## config.mk

```make
export PLATFORM = sky130hd
export DESIGN_NAME = multicycle_control
export DESIGN_NICKNAME = d
export VERILOG_FILES = /design/src/rtl/multicycle_control_pkg.sv /design/src/rtl/multicycle_control_alu_decoder.sv /design/src/rtl/multicycle_control.sv
export SDC_FILE = /design/constraint.sdc
export NUM_CORES = 1
export LEC_CHECK = 0
export CORE_MARGIN = 8
export CORE_UTILIZATION = 40
export CTS_BUF_LIST = sky130_fd_sc_hd__clkbuf_8
export CTS_CLUSTER_SIZE = 12
export DETAILED_ROUTE_END_ITERATION = 7
export GPL_ROUTABILITY_DRIVEN = 0
export PLACE_DENSITY_LB_ADDON = 0.25
export SLEW_MARGIN = 5
export SYNTH_ARGS = -nofsm -noshare
export SYNTH_HDL_FRONTEND = slang
export SYNTH_HIERARCHICAL = 1
export SYNTH_SLANG_ARGS = --single-unit
```

## constraint.sdc

```tcl
create_clock -name clk -period 3 [get_ports clk]
set_clock_uncertainty 0.15 [all_clocks]
set_input_delay 0.6 -clock clk [delete_from_list [all_inputs] [get_ports clk]]
set_output_delay 0.6 -clock clk [all_outputs]
set_load 0.02 [all_outputs]
```

## src/rtl/multicycle_control_pkg.sv

```systemverilog
// Shared encodings for the multicycle RV32I controller: FSM states, opcodes,
// datapath mux selects and ALU operation codes.
package mc_pkg;

  typedef enum logic [3:0] {
    S_FETCH    = 4'd0,
    S_DECODE   = 4'd1,
    S_MEMADR   = 4'd2,
    S_MEMREAD  = 4'd3,
    S_MEMWB    = 4'd4,
    S_MEMWRITE = 4'd5,
    S_EXEC_R   = 4'd6,
    S_EXEC_I   = 4'd7,
    S_ALUWB    = 4'd8,
    S_BRANCH   = 4'd9,
    S_JAL      = 4'd10,
    S_TRAP     = 4'd11
  } state_t;

  localparam logic [6:0] OP_LOAD   = 7'b0000011;
  localparam logic [6:0] OP_STORE  = 7'b0100011;
  localparam logic [6:0] OP_R      = 7'b0110011;
  localparam logic [6:0] OP_I      = 7'b0010011;
  localparam logic [6:0] OP_BRANCH = 7'b1100011;
  localparam logic [6:0] OP_JAL    = 7'b1101111;

  localparam logic [1:0] ALUOP_ADD   = 2'b00;
  localparam logic [1:0] ALUOP_SUB   = 2'b01;
  localparam logic [1:0] ALUOP_FUNCT = 2'b10;

  localparam logic [1:0] RES_ALUOUT    = 2'b00;
  localparam logic [1:0] RES_DATA      = 2'b01;
  localparam logic [1:0] RES_ALURESULT = 2'b10;

  localparam logic [1:0] SRCA_PC    = 2'b00;
  localparam logic [1:0] SRCA_OLDPC = 2'b01;
  localparam logic [1:0] SRCA_RS1   = 2'b10;

  localparam logic [1:0] SRCB_RS2  = 2'b00;
  localparam logic [1:0] SRCB_IMM  = 2'b01;
  localparam logic [1:0] SRCB_FOUR = 2'b10;

  localparam logic [1:0] IMM_I = 2'b00;
  localparam logic [1:0] IMM_S = 2'b01;
  localparam logic [1:0] IMM_B = 2'b10;
  localparam logic [1:0] IMM_J = 2'b11;

  localparam logic [3:0] ALU_ADD  = 4'h0;
  localparam logic [3:0] ALU_SUB  = 4'h1;
  localparam logic [3:0] ALU_SLL  = 4'h2;
  localparam logic [3:0] ALU_SLT  = 4'h3;
  localparam logic [3:0] ALU_SLTU = 4'h4;
  localparam logic [3:0] ALU_XOR  = 4'h5;
  localparam logic [3:0] ALU_SRL  = 4'h6;
  localparam logic [3:0] ALU_SRA  = 4'h7;
  localparam logic [3:0] ALU_OR   = 4'h8;
  localparam logic [3:0] ALU_AND  = 4'h9;

  // Per-state control bundle; the ALU decoder supplies ALUControl/DataType.
  typedef struct packed {
    logic       mem_req;
    logic       adr_src;
    logic       ir_write;
    logic       pc_write;
    logic       mem_write;
    logic       reg_write;
    logic [1:0] result_src;
    logic [1:0] alu_src_a;
    logic [1:0] alu_src_b;
    logic [1:0] imm_src;
    logic       instr_done;
    logic       illegal;
  } ctrl_t;

  function automatic logic [1:0] imm_src_of(input logic [6:0] op);
    logic [1:0] imm;
    case (op)
      OP_LOAD:   imm = IMM_I;
      OP_I:      imm = IMM_I;
      OP_STORE:  imm = IMM_S;
      OP_BRANCH: imm = IMM_B;
      OP_JAL:    imm = IMM_J;
      default:   imm = IMM_I;
    endcase
    return imm;
  endfunction

endpackage

```

## src/rtl/multicycle_control_alu_decoder.sv

```systemverilog
// ALU operation and memory access width decoder, shared with the single-cycle core.
module ALUDecoder
  import mc_pkg::*;
(
  input  logic [1:0] alu_op,
  input  logic [2:0] funct3,
  input  logic       funct75,
  input  logic       op5,
  output logic [3:0] alu_control,
  output logic [1:0] data_type
);

  // op5 separates R-type sub from addi whose immediate happens to have bit 30 set.
  always_comb begin
    alu_control = ALU_ADD;
    case (alu_op)
      ALUOP_ADD: alu_control = ALU_ADD;
      ALUOP_SUB: alu_control = ALU_SUB;
      ALUOP_FUNCT: begin
        case (funct3)
          3'b000: begin
            if (op5 && funct75) begin
              alu_control = ALU_SUB;
            end else begin
              alu_control = ALU_ADD;
            end
          end
          3'b001: alu_control = ALU_SLL;
          3'b010: alu_control = ALU_SLT;
          3'b011: alu_control = ALU_SLTU;
          3'b100: alu_control = ALU_XOR;
          3'b101: begin
            if (funct75) begin
              alu_control = ALU_SRA;
            end else begin
              alu_control = ALU_SRL;
            end
          end
          3'b110: alu_control = ALU_OR;
          3'b111: alu_control = ALU_AND;
          default: alu_control = ALU_ADD;
        endcase
      end
      default: alu_control = ALU_ADD;
    endcase
  end

  // Load/store width follows funct3[1:0]: byte, half, word.
  always_comb begin
    data_type = funct3[1:0];
  end

endmodule

```

## src/rtl/multicycle_control.sv

```systemverilog
// Moore FSM sequencing the shared multicycle RV32I datapath: one memory port,
// one ALU, registered IR/OldPC/ALUOut/Data, stalls on mem_ready.
module multicycle_control
  import mc_pkg::*;
#(
  parameter state_t RESET_STATE = S_FETCH
) (
  input  logic       clk,
  input  logic       rst_n,
  input  logic [6:0] op,
  input  logic [2:0] funct3,
  input  logic       funct75,
  input  logic       Zero,
  input  logic       mem_ready,
  output logic       mem_req,
  output logic       AdrSrc,
  output logic       IRWrite,
  output logic       PCWrite,
  output logic       MemWrite,
  output logic       RegWrite,
  output logic [1:0] ResultSrc,
  output logic [1:0] ALUSrcA,
  output logic [1:0] ALUSrcB,
  output logic [1:0] ImmSrc,
  output logic [3:0] ALUControl,
  output logic [1:0] DataType,
  output logic       instr_done,
  output logic       illegal
);

  state_t     state_r;
  state_t     state_next_s;
  ctrl_t      ctrl_s;
  ctrl_t      ctrl_out_s;
  logic [1:0] alu_op_s;
  logic [3:0] alu_control_s;
  logic [1:0] data_type_s;
  logic       quiet_s;

  // State register.
  always_ff @(posedge clk or negedge rst_n) begin
    if (!rst_n) begin
      state_r <= RESET_STATE;
    end else begin
      state_r <= state_next_s;
    end
  end

  // Next-state logic; mem_ready only matters in the three memory-access states.
  always_comb begin
    state_next_s = S_TRAP;
    case (state_r)
      S_FETCH: begin
        if (mem_ready) begin
          state_next_s = S_DECODE;
        end else begin
          state_next_s = S_FETCH;
        end
      end
      S_DECODE: begin
        case (op)
          OP_LOAD:   state_next_s = S_MEMADR;
          OP_STORE:  state_next_s = S_MEMADR;
          OP_R:      state_next_s = S_EXEC_R;
          OP_I:      state_next_s = S_EXEC_I;
          OP_BRANCH: state_next_s = S_BRANCH;
          OP_JAL:    state_next_s = S_JAL;
          default:   state_next_s = S_TRAP;
        endcase
      end
      S_MEMADR: begin
        if (op[5]) begin
          state_next_s = S_MEMWRITE;
        end else begin
          state_next_s = S_MEMREAD;
        end
      end
      S_MEMREAD: begin
        if (mem_ready) begin
          state_next_s = S_MEMWB;
        end else begin
          state_next_s = S_MEMREAD;
        end
      end
      S_MEMWB:  state_next_s = S_FETCH;
      S_MEMWRITE: begin
        if (mem_ready) begin
          state_next_s = S_FETCH;
        end else begin
          state_next_s = S_MEMWRITE;
        end
      end
      S_EXEC_R: state_next_s = S_ALUWB;
      S_EXEC_I: state_next_s = S_ALUWB;
      S_ALUWB:  state_next_s = S_FETCH;
      S_BRANCH: state_next_s = S_FETCH;
      S_JAL:    state_next_s = S_ALUWB;
      S_TRAP:   state_next_s = S_TRAP;
      default:  state_next_s = S_TRAP;
    endcase
  end

  // Per-state control outputs; anything not set stays 0.
  always_comb begin
    ctrl_s         = '0;
    alu_op_s       = ALUOP_ADD;
    ctrl_s.imm_src = imm_src_of(op);
    case (state_r)
      S_FETCH: begin
        ctrl_s.mem_req    = 1'b1;
        ctrl_s.adr_src    = 1'b0;
        ctrl_s.alu_src_a  = SRCA_PC;
        ctrl_s.alu_src_b  = SRCB_FOUR;
        ctrl_s.result_src = RES_ALURESULT;
        if (mem_ready) begin
          ctrl_s.ir_write = 1'b1;
          ctrl_s.pc_write = 1'b1;
        end else begin
          ctrl_s.ir_write = 1'b0;
          ctrl_s.pc_write = 1'b0;
        end
      end
      S_DECODE: begin
        // Precompute the branch/JAL target into ALUOut.
        ctrl_s.alu_src_a = SRCA_OLDPC;
        ctrl_s.alu_src_b = SRCB_IMM;
      end
      S_MEMADR: begin
        ctrl_s.alu_src_a = SRCA_RS1;
        ctrl_s.alu_src_b = SRCB_IMM;
      end
      S_MEMREAD: begin
        ctrl_s.mem_req = 1'b1;
        ctrl_s.adr_src = 1'b1;
      end
      S_MEMWB: begin
        ctrl_s.result_src = RES_DATA;
        ctrl_s.reg_write  = 1'b1;
        ctrl_s.instr_done = 1'b1;
      end
      S_MEMWRITE: begin
        ctrl_s.mem_req    = 1'b1;
        ctrl_s.adr_src    = 1'b1;
        ctrl_s.mem_write  = 1'b1;
        ctrl_s.instr_done = mem_ready;
      end
      S_EXEC_R: begin
        ctrl_s.alu_src_a = SRCA_RS1;
        ctrl_s.alu_src_b = SRCB_RS2;
        alu_op_s         = ALUOP_FUNCT;
      end
      S_EXEC_I: begin
        ctrl_s.alu_src_a = SRCA_RS1;
        ctrl_s.alu_src_b = SRCB_IMM;
        alu_op_s         = ALUOP_FUNCT;
      end
      S_ALUWB: begin
        ctrl_s.result_src = RES_ALUOUT;
        ctrl_s.reg_write  = 1'b1;
        ctrl_s.instr_done = 1'b1;
      end
      S_BRANCH: begin
        ctrl_s.alu_src_a  = SRCA_RS1;
        ctrl_s.alu_src_b  = SRCB_RS2;
        alu_op_s          = ALUOP_SUB;
        ctrl_s.result_src = RES_ALUOUT;
        ctrl_s.pc_write   = funct3[0] ? !Zero : Zero;
        ctrl_s.instr_done = 1'b1;
      end
      S_JAL: begin
        // ALU forms the link OldPC+4 while the PC takes the target from ALUOut.
        ctrl_s.alu_src_a  = SRCA_OLDPC;
        ctrl_s.alu_src_b  = SRCB_FOUR;
        ctrl_s.result_src = RES_ALUOUT;
        ctrl_s.pc_write   = 1'b1;
      end
      S_TRAP: begin
        ctrl_s         = '0;
        ctrl_s.illegal = 1'b1;
      end
      default: begin
        ctrl_s         = '0;
        ctrl_s.illegal = 1'b1;
      end
    endcase
  end

  ALUDecoder u_alu_decoder (
    .alu_op      (alu_op_s),
    .funct3      (funct3),
    .funct75     (funct75),
    .op5         (op[5]),
    .alu_control (alu_control_s),
    .data_type   (data_type_s)
  );

  // Reset silences everything at once (an in-flight access is abandoned); a trap keeps only illegal.
  always_comb begin
    quiet_s = !rst_n || ctrl_s.illegal;
    if (rst_n) begin
      ctrl_out_s = ctrl_s;
    end else begin
      ctrl_out_s = '0;
    end
  end

  assign mem_req    = ctrl_out_s.mem_req;
  assign AdrSrc     = ctrl_out_s.adr_src;
  assign IRWrite    = ctrl_out_s.ir_write;
  assign PCWrite    = ctrl_out_s.pc_write;
  assign MemWrite   = ctrl_out_s.mem_write;
  assign RegWrite   = ctrl_out_s.reg_write;
  assign ResultSrc  = ctrl_out_s.result_src;
  assign ALUSrcA    = ctrl_out_s.alu_src_a;
  assign ALUSrcB    = ctrl_out_s.alu_src_b;
  assign ImmSrc     = ctrl_out_s.imm_src;
  assign instr_done = ctrl_out_s.instr_done;
  assign illegal    = ctrl_out_s.illegal;
  assign ALUControl = quiet_s ? 4'h0 : alu_control_s;
  assign DataType   = quiet_s ? 2'b00 : data_type_s;

endmodule

```

==> results of run 1 <==
## what timing repair did
action | 4_1_cts | 5_1_grt
resized for setup | 10 | 5
endpoints found under the setup margin | 15 | 4
endpoints found under the hold margin | 0 | 0
## area by class of cell
cell class | instances | area (µm²)
clock buffers | 3 | 41.29
well taps | 27 | 33.78
repair buffers | 59 | 518.0
inverters | 7 | 26.28
fillers | 183 | 564.3
multi-input cells | 98 | 638.1
flip-flops and latches | 4 | 100.1
## through the flow
step                instance area (µm²)  total power [mW]  hold slack [ps]
global route                       1358             1.081            457.8
global placement                   1329            0.8709            554.8
finish                             1358             1.005            446.0
CTS                                1364             1.007            440.6
detailed placement                 1329            0.8887            566.4
floorplan                         799.5            0.5656            154.4
## worst max path at each step
stage                from             to  slack (ps)  cells past startpoint
5_1_grt        state_r[2]  ALUControl[1]           8                      9
3_3_place_gp    funct3[0]  ALUControl[0]        -120                      5
2_1_floorplan  state_r[2]  ALUControl[0]         350                      8
4_1_cts        state_r[2]  ALUControl[0]          20                      8
3_5_place_dp    funct3[0]  ALUControl[0]        -160                      5
6_report       state_r[2]  ALUControl[1]         130                      9
## cell families after synthesis
group | Yosys count | synth area share (%)
DFF | 4 | 12.52
xor gates and xnor gates | 3 | 3.287
AOI/OAI and AO/OA | 23 | 21.29
muxes | 3 | 3.756
buffers and inverters | 14 | 7.979
and+or+nand+nor | 67 | 48.04
adders and majority gates | 2 | 3.129
## per-layer routing
metal / vias up / part of all wire [%] / track usage (%)
met5: - / 0 / 0
met3: 6 / 5.4 / 3.390
met2: 33 / 49 / 26.70
met1: 474 / 44 / 15.64
li1: 528 / - / -
met4: 0 / 1.5 / 6.312
## power by group
group / switching, mW / internal, mW / leakage [nW] / total (mW)
clock: 0.0269 / 0.0854 / 0.0216 / 0.112
sequential: 0.0198 / 0.0818 / 0.0497 / 0.102
combinational: 0.410 / 0.382 / 0.545 / 0.792
## critical path, cell delays in order, from the launching register on
cell and delay, ps:
dfrtp_1 400, nand2b_1 180, nor2_1 130, inv_1 60, ha_1 300, nand2b_1 180, buf_4 150, nor2_1 90
and2_1 120, clkdlybuf4s15_1 300
## placed cells by master, fill, tap and decap left out, types with 2 or more instances in the layout
cell type         n
and3_1            2
nand2b_1          7
nand3_1           2
mux2i_1           3
dlygate4sd2_1     4
nor2_1           16
clkbuf_8          3
a21oi_1           6
or3_1             2
or2_1             2
clkdlybuf4s15_1   2
o21a_1            4
nor2b_1           3
xor2_1            2
o21ai_1           2
nand3b_1          2
and2_1            8
nor3_1            5
ha_1              2
nor4_1            3
clkbuf_2          2
nand2_1           6
o21bai_1          2
clkdlybuf4s50_1  28
dfrtp_1           4
inv_1             6
o211a_1           2
buf_4            23
==> impl_metrics.tcl, run 1 <==
set metrics [dict create \
    period_minus_slack_ps 2871 \
    post_cts_buffers 0 \
    area_growth_pct 69.80 \
    diodes 0 \
    syn_inst 116 \
    worstMarginPinSlew_ps 390.9 \
    min_path_type "in -> async" \
    hpwlAfterDp_um 2103 \
    place_ws_ps -155.2 \
    die_area_mm2 0.003685 \
    hold_violations 0 \
    synth.yosys.seq_area_share_pct 12.52 \
    synth_area_um2 799.5 \
    drive_above_1_share_pct 19.88 \
    syn_nets 133 \
    fin_util_pct 70.64 \
    regToRegStartpoint "state_r[3]" \
    antenna_found_initial 0 \
    core_mm2 0.001922 \
    synth_cell_types 43 \
    clockRootBuffer "clkbuf_8" \
    clock_latency_ps 220 \
    cp.required_ps 2250 \
    ys_seq_elements 4 \
    num-nets-final 190 \
    grt_pass1_vias 1043 \
    dr.pass1.iters 5 \
    start_kind "flop" \
    first_iter_violations 15 \
    die_y_um 60.71 \
    start_util_pct 41.60 \
    crit_type "reg -> out" \
    synthTopCellsByArea "dfrtp_1 (13%), nor2_1 (7.5%), and2_1 (6.3%)" \
    max_slew_margin_pct 73.26 \
    tns_ps 0 \
    cts_buffers 3 \
    place_inst 195 \
    cts_tree "yes" \
    pin_count 37 \
    grtUsageTotal_pct 14.67 \
    path_clk_slew_ps 30 \
    syn_area_per_cell_um2 6.892 \
    r2r.worst_path.cells 4 \
    worst_slack_ps 128.7 \
    reg2reg_slack_ps 1290 \
    vias 1041 \
    grt_pass1_wl_um 4271 \
    fmaxAchievable_ghz 0.3483 \
    top_regs "state_r (4)" \
    port_buffers 36 \
    grt_max_degree 16 \
    pwr_density_cell_mw_per_mm2 740.6 \
    clock-sinks 4 \
    synth-main-ff-cell "dfrtp_1" \
    viasPerCell 5.258 \
    async_flop_share_pct 100.0 \
    cp-end-kind "output port" \
    wl_per_cell_um 13.06 \
    peakVddDrop_mv 0.5525 \
    cp.arrival_ps 2120 \
    drc 0 \
    die-width_um 60.71 \
    critPathMaxFanout 3 \
    yosysMostFrequentCell "nor2_1" \
    largest_register_ffs 4 \
    yosys_warnings 6 \
    largest-register "state_r" \
    slew_viol_final 0 \
    ctsHoldBuffers 0 \
    post-route-period-util_pct 95.71 \
    stdcell_count 198 \
    synth-edff-count 0 \
    p_leak_nw 0.6159 \
    ctsHtreeMaxLevel 1 \
    drv_cap 0 \
    wl_um 2585 \
    synth_top_area_cell "dfrtp_1" \
    synth_top_area_share_pct 12.52 \
    ant_nets 0 \
    status "complete, no violations" \
    grt_setup_unrepaired "false" \
    r2r_end "state_r[0]" \
    setup_viol 0 \
    row_count 16 \
    grt_overflow 0 \
    cts_max_path_buffers 2 \
    ys_top_cells_by_count "nor2_1 (16), and2_1 (8), nand2b_1 (7)" \
]
(Power assumes the default switching activity.)
==> run 2, diff against run 1 <==
SYNTH_HIERARCHICAL = default   (was 1)
==> impl_metrics.tcl, run 2 <==
set metrics [dict create \
    worst_slack_ps 74.50 \
    critPathMaxFanout 8 \
    cp.required_ps 2250 \
    drc 0 \
    cts_buffers 3 \
    synth-edff-count 0 \
    status "complete, no violations" \
    hpwlAfterDp_um 1954 \
    crit_type "in -> out" \
    cp.arrival_ps 2180 \
    grt_pass1_vias 970 \
    period_minus_slack_ps 2926 \
    syn_area_per_cell_um2 6.937 \
    yosysMostFrequentCell "nand2_1" \
    mostFrequentLayoutCells "clkdlybuf4s50_1 (27), buf_4 (16), nand2_1 (11)" \
    crit_slowest_cell "clkdlybuf4s50_1" \
    final_common_cell "clkdlybuf4s50_1" \
    synth_top_area_cell "dfrtp_1" \
    ctsHtreeMaxLevel 1 \
    pin_count 37 \
    place_inst 183 \
    synth-main-ff-cell "dfrtp_1" \
    vias 974 \
    crit_top_cell "clkdlybuf4s50_1" \
    diodes 0 \
    die_y_um 60.08 \
    ys_seq_elements 4 \
    start_kind "input port" \
    port_buffers 36 \
    met3_usage_pct 6.237 \
    start_util_pct 40.86 \
    reg2reg_slack_ps 1460 \
    area_growth_pct 63.93 \
    largest-register "state_r" \
    grt_pass1_wl_um 3891 \
    top_regs "state_r (4)" \
    path_clk_slew_ps 30 \
    cts_max_path_buffers 2 \
    synth.yosys.seq_area_share_pct 12.88 \
    peakVddDrop_mv 0.1582 \
    synthTopCellsByArea "dfrtp_1 (13%), nand2_1 (5.3%), nor3_1 (5.2%)" \
    place_ws_ps -92.38 \
    fmaxAchievable_ghz 0.3418 \
    hold_slack_ps 540.6 \
    grt_setup_unrepaired "false" \
    largest_register_ffs 4 \
    clockRootBuffer "clkbuf_8" \
    ys_top_cells_by_count "nand2_1 (11), nor2_1 (9), nor3_1 (8)" \
    min_path_type "reg -> reg" \
    wl_per_cell_um 12.77 \
    crit_path_max_incr_delay_ps 600 \
    fin_util_pct 66.97 \
    drive_above_1_share_pct 16.98 \
    globalRoute.busiestLayer "met2" \
    post-route-period-util_pct 97.52 \
    async_flop_share_pct 100.0 \
    synth_top_area_share_pct 12.88 \
    drv_cap 0 \
    syn_nets 129 \
    core_mm2 0.001902 \
    yosys_warnings 0 \
    clock-sinks 4 \
    groute.layer.met2.usage_pct 24.15 \
    worstMarginPinSlew_ps 282.9 \
    antenna_found_initial 0 \
    hold_violations 0 \
    first_iter_violations 17 \
    ctsHoldBuffers 0 \
    cts_tree "yes" \
    grt_max_degree 22 \
    num-nets-final 178 \
    post_cts_buffers 0 \
    setup_viol 0 \
    slew_viol_final 0 \
    p_leak_nw 0.5746 \
    cp-end-kind "output port" \
    syn_inst 112 \
    grtUsageTotal_pct 13.78 \
    die-width_um 60.08 \
    dr.pass1.iters 4 \
    die_area_mm2 0.003609 \
    nFillCells 170 \
    row_count 16 \
    synth_area_um2 777.0 \
    synth_cell_types 41 \
    cp_cell_sequence "clkdlybuf4s50_1 -> buf_4 -> nor2b_1 -> and3_1 -> clkdlybuf4s50_1" \
    max_slew_margin_pct 80.84 \
    clock_latency_ps 210 \
    grt_overflow 0 \
    viasPerCell 5.237 \
    pwr_density_cell_mw_per_mm2 172.6 \
    wl_um 2376 \
    ant_nets 0 \
    use_met1_pct 14.63 \
    stdcell_count 186 \
]
==> run 2: changes by cell type after synthesis, moves of 3 or more <==
cell,previous run,this run
nand2_1,6,11
nor3_1,5,8
nor2_1,16,9
and2_1,8,2
==> run 2: per-layer routing <==
metal	part of all wire, %	wire (µm)
met1	42	1003
met2	47	1121
met3	9.9	235
met4	0.72	17
met5	0	0
==> run 2: power breakdown <==
group | switching (mW) | internal (mW) | total [mW] | leakage [nW]
Clock | 0.0248 | 0.0852 | 0.110 | 0.0216
Combinational | 0.0226 | 0.0329 | 0.0555 | 0.513
Sequential | 0 | 0.0544 | 0.0544 | 0.0402
Total | 0.0474 | 0.172 | 0.220 | 0.575
==> run 2: timing repair <==
item	in CTS	in global routing
gates resized for setup	7	5
gates cloned	0	0
setup endpoints to repair	7	3
==> run 2: final timing paths <==
check / startpoint / endpoint / cells past startpoint
hold reg to reg: state_r[3] / state_r[2] / 2
hold / removal: state_r[3] / state_r[2] / 2
max in group asynchronous: rst_n / state_r[2] / 3
min in group asynchronous: rst_n / state_r[3] / 3
setup / recovery: rst_n / AdrSrc / 5
setup reg to reg: state_r[2] / state_r[1] / 4
==> run 2: cell type report <==
class | instances | area (µm²) | area share (%)
multi-input combinational | 94 | 603.1 | 47.35
timing repair buffer | 52 | 473.0 | 37.13
sequential | 4 | 100.1 | 7.859
clock buffer | 3 | 41.29 | 3.242
tap | 27 | 33.78 | 2.652
inverter | 6 | 22.52 | 1.768
==> run 2: cell families after synthesis <==
| group | Yosys count | share of synthesized area, % |
|---|---|---|
| AOI/OAI and AO/OA | 26 | 23.19 |
| and+or+nand+nor | 59 | 43.00 |
| muxes | 2 | 2.577 |
| buffers and inverters | 14 | 9.499 |
| adders and majority gates | 2 | 3.220 |
| xor gates and xnor gates | 5 | 5.636 |
| DFF | 4 | 12.88 |
==> run 2: worst max-delay path, delay by kind of cell <==
kind / cells / cell delay (ps)
buf+inv: 3 / 1260
simple gates: 2 / 320
==> run 2: stage by stage <==
stage          setup TNS [ps]  area (µm²)  power (mW)
2_1_floorplan               0       777.0     0.07289
3_3_place_gp           -17.81        1240      0.1091
3_5_place_dp           -169.8        1240      0.1106
4_1_cts                     0        1272      0.2222
5_1_grt                     0        1274      0.2323
6_report                    0        1274      0.2199
